==> config.mk <==
export PLATFORM = sky130hd
export DESIGN_NAME = scl_gen_param
export DESIGN_NICKNAME = d
export VERILOG_FILES = /design/src/rtl/scl_gen_pkg.sv /design/src/rtl/scl_phase_counter.sv /design/src/rtl/scl_gen_param.sv
export SDC_FILE = /design/constraint.sdc
export NUM_CORES = 1
export LEC_CHECK = 0
export BUFFER_PORTS_ARGS = -buffer_cell sky130_fd_sc_hd__buf_4
export CORE_MARGIN = 8
export CORE_UTILIZATION = 40
export CTS_CLUSTER_SIZE = 30
export DETAILED_ROUTE_END_ITERATION = 8
export MAX_ROUTING_LAYER = met4
export SETUP_SLACK_MARGIN = 0.3
export SLEW_MARGIN = 30
export SYNTH_ARGS = -nofsm -noshare
export SYNTH_HDL_FRONTEND = slang
export SYNTH_HIERARCHICAL = 1
export SYNTH_SLANG_ARGS = --single-unit
==> constraint.sdc <==
create_clock -name i_sdr_ctrl_clk -period 6.6 [get_ports i_sdr_ctrl_clk]
set_clock_uncertainty 0.1 [all_clocks]
set_input_delay 0.66 -clock i_sdr_ctrl_clk [delete_from_list [all_inputs] [get_ports i_sdr_ctrl_clk]]
set_output_delay 0.66 -clock i_sdr_ctrl_clk [all_outputs]
set_load 0.01 [all_outputs]
==> src/rtl/scl_gen_pkg.sv <==
// Shared definitions for the SDR SCL generator: FSM state encoding, default phase lengths
// and the length-select helper used when a programmed length is zero.
package scl_gen_pkg;

    typedef enum logic [1:0] {
        ST_IDLE = 2'd0,
        ST_HIGH = 2'd1,
        ST_LOW  = 2'd2
    } scl_state_e;

    localparam int unsigned PP_LOW_DFLT  = 2;
    localparam int unsigned PP_HIGH_DFLT = 2;
    localparam int unsigned OD_LOW_DFLT  = 63;
    localparam int unsigned OD_HIGH_DFLT = 62;

    function automatic int unsigned sel_len(input int unsigned len, input int unsigned dflt);
        return (len == 0) ? dflt : len;
    endfunction

endpackage

==> src/rtl/scl_phase_counter.sv <==
// Loadable phase down-counter with freeze; flags expiry and announces mid-point arrival one cycle early.
// Latency: load/step takes effect on the next clock; mid_next is combinational from load/freeze.
// Backpressure: freeze holds the count indefinitely; load always wins over freeze.
module scl_phase_counter #(
    parameter int unsigned CNT_W = 8
) (
    input  logic             i_sdr_ctrl_clk,
    input  logic             i_sdr_ctrl_rst,
    input  logic             load,
    input  logic [CNT_W-1:0] load_len,
    input  logic             freeze,
    output logic             zero,
    output logic             mid_next
);

    logic [CNT_W-1:0] cnt_q;
    logic [CNT_W-1:0] cnt_d;
    logic [CNT_W-1:0] mid_q;
    logic [CNT_W-1:0] mid_d;
    logic             step;

    always_comb begin
        cnt_d = cnt_q;
        mid_d = mid_q;
        step  = 1'b0;
        if (load) begin
            cnt_d = load_len - CNT_W'(1);
            mid_d = load_len >> 1;
        end else if (!freeze && (cnt_q != '0)) begin
            cnt_d = cnt_q - CNT_W'(1);
            step  = 1'b1;
        end
    end

    assign zero = (cnt_q == '0);

    // Only a fresh arrival at the mid value counts, so a frozen count never re-fires the strobe.
    assign mid_next = (load || step) && (cnt_d == mid_d);

    always_ff @(posedge i_sdr_ctrl_clk or posedge i_sdr_ctrl_rst) begin
        if (i_sdr_ctrl_rst) begin
            cnt_q <= '0;
            mid_q <= '0;
        end else begin
            cnt_q <= cnt_d;
            mid_q <= mid_d;
        end
    end

endmodule

==> src/rtl/scl_gen_param.sv <==
// SCL generator: programmable PP/OD high/low phases with edge pulses and mid-phase strobes.
// Latency: every output is registered, one clock after the deciding cycle.
// Backpressure: stall holds SCL low (freezing LOW count), idle parks SCL high, cas forces a fall.
module scl_gen_param
    import scl_gen_pkg::*;
#(
    parameter int unsigned CNT_W       = 8,
    parameter int unsigned PP_LOW_RST  = PP_LOW_DFLT,
    parameter int unsigned PP_HIGH_RST = PP_HIGH_DFLT,
    parameter int unsigned OD_LOW_RST  = OD_LOW_DFLT,
    parameter int unsigned OD_HIGH_RST = OD_HIGH_DFLT
) (
    input  logic             i_sdr_ctrl_clk,
    input  logic             i_sdr_ctrl_rst,
    input  logic             i_sdr_scl_gen_pp_od,
    input  logic [CNT_W-1:0] i_pp_low_cnt,
    input  logic [CNT_W-1:0] i_pp_high_cnt,
    input  logic [CNT_W-1:0] i_od_low_cnt,
    input  logic [CNT_W-1:0] i_od_high_cnt,
    input  logic             i_scl_gen_stall,
    input  logic             i_sdr_ctrl_scl_idle,
    input  logic             i_timer_cas,
    output logic             o_scl,
    output logic             o_scl_pos_edge,
    output logic             o_scl_neg_edge,
    output logic             o_scl_mid_high,
    output logic             o_scl_mid_low
);

    scl_state_e       st_q;
    scl_state_e       st_d;
    logic [CNT_W-1:0] low_len;
    logic [CNT_W-1:0] high_len;
    logic [CNT_W-1:0] load_len;
    logic             load;
    logic             freeze;
    logic             to_low;
    logic             to_high;
    logic             cnt_zero;
    logic             mid_next;

    always_comb begin
        if (i_sdr_scl_gen_pp_od) begin
            low_len  = CNT_W'(sel_len(32'(i_pp_low_cnt), PP_LOW_RST));
            high_len = CNT_W'(sel_len(32'(i_pp_high_cnt), PP_HIGH_RST));
        end else begin
            low_len  = CNT_W'(sel_len(32'(i_od_low_cnt), OD_LOW_RST));
            high_len = CNT_W'(sel_len(32'(i_od_high_cnt), OD_HIGH_RST));
        end
    end

    always_comb begin
        st_d     = st_q;
        load     = 1'b0;
        load_len = low_len;
        freeze   = 1'b0;
        to_low   = 1'b0;
        to_high  = 1'b0;
        case (st_q)
            ST_IDLE: begin
                freeze = 1'b1;
                if (i_scl_gen_stall || i_timer_cas || !i_sdr_ctrl_scl_idle) begin
                    to_low = 1'b1;
                end
            end
            ST_HIGH: begin
                if (i_scl_gen_stall || i_timer_cas) begin
                    to_low = 1'b1;
                end else if (cnt_zero) begin
                    if (i_sdr_ctrl_scl_idle) begin
                        st_d   = ST_IDLE;
                        freeze = 1'b1;
                    end else begin
                        to_low = 1'b1;
                    end
                end
            end
            ST_LOW: begin
                if (i_scl_gen_stall) begin
                    freeze = 1'b1;
                end else if (cnt_zero) begin
                    to_high = 1'b1;
                end
            end
            default: st_d = ST_IDLE;
        endcase
        if (to_low) begin
            st_d     = ST_LOW;
            load     = 1'b1;
            load_len = low_len;
        end
        if (to_high) begin
            st_d     = ST_HIGH;
            load     = 1'b1;
            load_len = high_len;
        end
    end

    scl_phase_counter #(
        .CNT_W (CNT_W)
    ) u_phase_cnt (
        .i_sdr_ctrl_clk (i_sdr_ctrl_clk),
        .i_sdr_ctrl_rst (i_sdr_ctrl_rst),
        .load           (load),
        .load_len       (load_len),
        .freeze         (freeze),
        .zero           (cnt_zero),
        .mid_next       (mid_next)
    );

    always_ff @(posedge i_sdr_ctrl_clk or posedge i_sdr_ctrl_rst) begin
        if (i_sdr_ctrl_rst) begin
            st_q           <= ST_IDLE;
            o_scl          <= 1'b1;
            o_scl_pos_edge <= 1'b0;
            o_scl_neg_edge <= 1'b0;
            o_scl_mid_high <= 1'b0;
            o_scl_mid_low  <= 1'b0;
        end else begin
            st_q           <= st_d;
            o_scl          <= (st_d != ST_LOW);
            o_scl_pos_edge <= to_high;
            o_scl_neg_edge <= to_low;
            o_scl_mid_high <= !i_scl_gen_stall && mid_next && (st_d == ST_HIGH);
            o_scl_mid_low  <= !i_scl_gen_stall && mid_next && (st_d == ST_LOW);
        end
    end

endmodule
==> metrics <==
result of the run=completed; simple-gate area share of the yosys netlist=22.8%; full die area=6990 sq um; combinational family with the most area after synthesis=simple AND/OR/NAND/NOR gates; highest-utilization routing layer at the global route stage=met2; number of primary I/O pins=43; via count of the first global-routing pass=1706; PD cells=315 nW/um^2; met3 Track Usage GR=1.76%; antenna diode count=0; clock-pin slew of the registers on the worst-case setup and hold paths=0.08 ns; DR vias=1573; cell seen most often among critical-path stages=sky130_fd_sc_hd__inv_1; final wirelength=4.79 mm; arrival time worst endpoint=4.51 ns; number of antenna violations at the first check in global routing=0; layout cell share with drive strength beyond 1=34.1%; combinational share of power=50.3%; cell count after placement=271; share of synthesized area spent on multiplexers=9.52%; final critical-path share of the clock period=67.4%; Layout Nets=265; initial core utilization=41.7%; biggest fanout along the worst timing path=10; most used flip-flop cell after synthesis=sky130_fd_sc_hd__dfrtp_1; Post-Place Setup Slack=2.17 ns; CTS sink cnt=23; compound-gate portion of the synthesized area=18.3%; detailed-placement wirelength estimate=3.91 mm; Max Clk Rate=0.225 GHz; met2 demand-to-capacity share in global routing=21.1%; Vias per Instance=5.72; core area=4380 sq um; switching pwr=280 uW; largest stage delay on the critical path=0.55 ns; quantity of hold-fixing buffers added after cts=0; element type at the critical path end=flop; sequential fraction of design power=37.1%; number of instances resized during post-cts repair=0; buffer count from post-CTS setup fixing=0; Leak Pwr=0.948 nW; number of synthesized flops with an enable pin=0; Die Span X=83.6 um; Sum Neg Setup Slack=0 ns; post-synthesis instance area=1830 sq um; ranking of synthesized cells by instance count=sky130_fd_sc_hd__dfrtp_1, sky130_fd_sc_hd__inv_1, sky130_fd_sc_hd__o221ai_1, sky130_fd_sc_hd__xnor2_1, sky130_fd_sc_hd__xor2_1; Crit-path slowest cell=sky130_fd_sc_hd__or4_4; drc violations=0; total gr overflow=0; share of total power in the clock network=12.7%; Num CTS Buffers=3; buffer levels on the longest clock path=2; cells along the critical path=inv_1, ha_1, nor4b_4, and2_2, nand3b_1, or2_1, o221ai_1, o21ai_1, inv_1, ha_1, or3b_2, xnor2_1, a32oi_1, or4_4, nor4_2, inv_1, a2111oi_2; area growth from synthesis to layout=21.2%; IO Port Bufs=42; measured slew at the worst slew-check pin=0.793 ns; class of the tightest hold or removal check=in -> async; data required time of the worst path=6.66 ns; final setup fails=0; Yosys reg bits=23; asr flop ratio synth=100%; ANT nets after route=0; vertical die dimension=83.6 um; setup ws final=2.15 ns; CTS HTree Levels=1; Iteration-0 DRC Markers=108; first drt pass iteration count=4; max-slew violations=0; row count=24; most repeated cell in the gate-level netlist after synthesis=sky130_fd_sc_hd__dfrtp_1; overall global routing resource usage=14.0%; non-filler instance count after layout=275; final core utilization=50.5%; max-slew headroom at the worst pin=47.0%; filler instances=407; min Tclk post-route=4.45 ns; Switching Fraction=40.2%; Gate Count Post-Synth=184; Hold Violations, Final=0; xor and xnor area share after synthesis=10.8%; Top Family by Delay on Critical Path=simple AND/OR/NAND/NOR gates; Critical Path Start Type=flop; wire length of the first global-routing pass=8.11 mm; syn_nets=225; Int Pwr=416 uW; kind of critical path=reg -> reg; register area share after synthesis=31.6%; routability congestion estimate from global placement=0.790; detail-routed net length per standard cell=17.4 um; clock network latency to the later pin of the worst-skew pair=0.26 ns; RSZ-0062 raised after global routing=no; synthesized-area fraction occupied by adder cells=2.05%; count of max-cap constraint violations=0; top-area cell type share of the netlist area=30.1%; TritonCTS clock tree=yes; cell types occupying the most area after synthesis=sky130_fd_sc_hd__dfrtp_1, sky130_fd_sc_hd__o221ai_1, sky130_fd_sc_hd__xnor2_1; Root Buffer=sky130_fd_sc_hd__clkbuf_8; number of distinct library cells after synthesis=57; Ys Warns=6; mean post-synth cell area=9.93 sq um; number of buffers and inverters on the critical path=3; IR Drop Worst-Case VDD=106 uV; GR Util met1=17.8%; most area-hungry cell type in the Yosys netlist=sky130_fd_sc_hd__dfrtp_1; pin count of the biggest net entering global routing=24
power by group through the flow:
stage / Sequential, mW / Clock, mW / Combinational (mW)
6_report: 0.258 / 0.0882 / 0.350
3_3_place_gp: 0.258 / 0 / 0.349
3_5_place_dp: 0.261 / 0 / 0.352
2_1_floorplan: 0.248 / 0 / 0.274
5_1_grt: 0.268 / 0.0981 / 0.391
4_1_cts: 0.258 / 0.0903 / 0.353
cell usage in the layout, fill, tap and decap left out, types with 2 or more instances in the layout:
master                      synthesis  final
sky130_fd_sc_hd__mux4_2             2      2
sky130_fd_sc_hd__and3_1             2      2
sky130_fd_sc_hd__o21ai_1            2      2
sky130_fd_sc_hd__mux2i_1            5      5
sky130_fd_sc_hd__nand4_1            2      2
sky130_fd_sc_hd__ha_1               3      3
sky130_fd_sc_hd__or4_4              5      5
sky130_fd_sc_hd__nor3b_1            2      2
sky130_fd_sc_hd__a211oi_1           2      2
sky130_fd_sc_hd__a21oi_1            9      9
sky130_fd_sc_hd__nor2_1             7      7
sky130_fd_sc_hd__nor2b_1            4      4
sky130_fd_sc_hd__clkbuf_8           0      3
sky130_fd_sc_hd__dfrtp_1           22     22
sky130_fd_sc_hd__xnor2_1           10     10
sky130_fd_sc_hd__o21ai_0            7      7
sky130_fd_sc_hd__nand3b_1           2      2
sky130_fd_sc_hd__nand3_1            2      2
sky130_fd_sc_hd__o21ai_2            2      2
sky130_fd_sc_hd__nor4_1             3      3
sky130_fd_sc_hd__or4_1              3      3
sky130_fd_sc_hd__buf_4              1     42
sky130_fd_sc_hd__mux2_2             7      7
sky130_fd_sc_hd__a2111oi_2          2      2
sky130_fd_sc_hd__xor2_1            10     10
sky130_fd_sc_hd__inv_1             11     11
sky130_fd_sc_hd__nor3_1             4      4
sky130_fd_sc_hd__o221ai_1          10     10
sky130_fd_sc_hd__nand2_1            9      9
sky130_fd_sc_hd__nand2b_1           3      3
metal layers:
metal | vias up | part of all wire (%)
li1 | 765 | -
met1 | 739 | 49
met2 | 59 | 45
met3 | 10 | 3.4
met4 | 0 | 2.9
met5 | - | 0
sequential cells by signal (all words and copies together) (netlist names):
| name | count |
|---|---|
| o_scl_neg_edge | 1 |
| u_phase_cnt/mid_q | 8 |
| o_scl | 1 |
| st_q | 2 |
| o_scl_mid_high | 1 |
| o_scl_mid_low | 1 |
| u_phase_cnt/cnt_q | 8 |
| o_scl_pos_edge | 1 |
worst paths after layout:
path | slack [ns] | startpoint | cells past startpoint | to
setup / recovery | 2.15 | u_phase_cnt/cnt_q[0] | 17 | o_scl_mid_low
hold / removal | 0.23 | i_sdr_ctrl_rst | 2 | o_scl_pos_edge
setup reg to reg | 2.15 | u_phase_cnt/cnt_q[0] | 17 | o_scl_mid_low
hold reg to reg | 0.42 | u_phase_cnt/mid_q[1] | 1 | u_phase_cnt/mid_q[1]
max in group asynchronous | 5.58 | i_sdr_ctrl_rst | 2 | u_phase_cnt/cnt_q[7]
min in group i_sdr_ctrl_clk | 0.42 | u_phase_cnt/mid_q[1] | 1 | u_phase_cnt/mid_q[1]
layout make-up:
class                      instances  area [sq um]  share of cell area, %
inverter                          13          51.3                   2.32
multi-input combinational        141          1160                   52.4
timing repair buffer              42           315                   14.2
clock buffer                       4          45.0                   2.04
tap                               52          65.1                   2.94
sequential                        23           577                   26.1
metrics by stage:
stage,total power [mW],area [sq um],hold slack [ns]
5_1_grt,0.756,2210,0.252
2_1_floorplan,0.522,1830,0.363
3_5_place_dp,0.613,2170,0.402
3_3_place_gp,0.606,2170,0.399
6_report,0.696,2210,0.233
4_1_cts,0.702,2210,0.238
cells by family (layout without fill, tap and decap cells):
group / after synthesis / after routing
AOI/OAI and AO/OA: 43 / 43
xor gates and xnor gates: 21 / 21
adders and majority gates: 3 / 3
buffers and inverters: 20 / 59
DFF: 23 / 23
muxes: 14 / 14
and+or+nand+nor: 60 / 60
worst reg2reg max path, cell delays in order, from the launching register on:
cell	delay [ns]
sky130_fd_sc_hd__dfrtp_1	0.42
sky130_fd_sc_hd__inv_1	0.14
sky130_fd_sc_hd__ha_1	0.19
sky130_fd_sc_hd__nor4b_4	0.27
sky130_fd_sc_hd__and2_2	0.22
sky130_fd_sc_hd__nand3b_1	0.12
sky130_fd_sc_hd__or2_1	0.39
sky130_fd_sc_hd__o221ai_1	0.13
sky130_fd_sc_hd__o21ai_1	0.17
sky130_fd_sc_hd__inv_1	0.10
sky130_fd_sc_hd__ha_1	0.17
sky130_fd_sc_hd__or3b_2	0.50
sky130_fd_sc_hd__xnor2_1	0.18
sky130_fd_sc_hd__a32oi_1	0.11
sky130_fd_sc_hd__or4_4	0.55
sky130_fd_sc_hd__nor4_2	0.22
sky130_fd_sc_hd__inv_1	0.09
sky130_fd_sc_hd__a2111oi_2	0.28
Power figures use the tool's default switching activity.
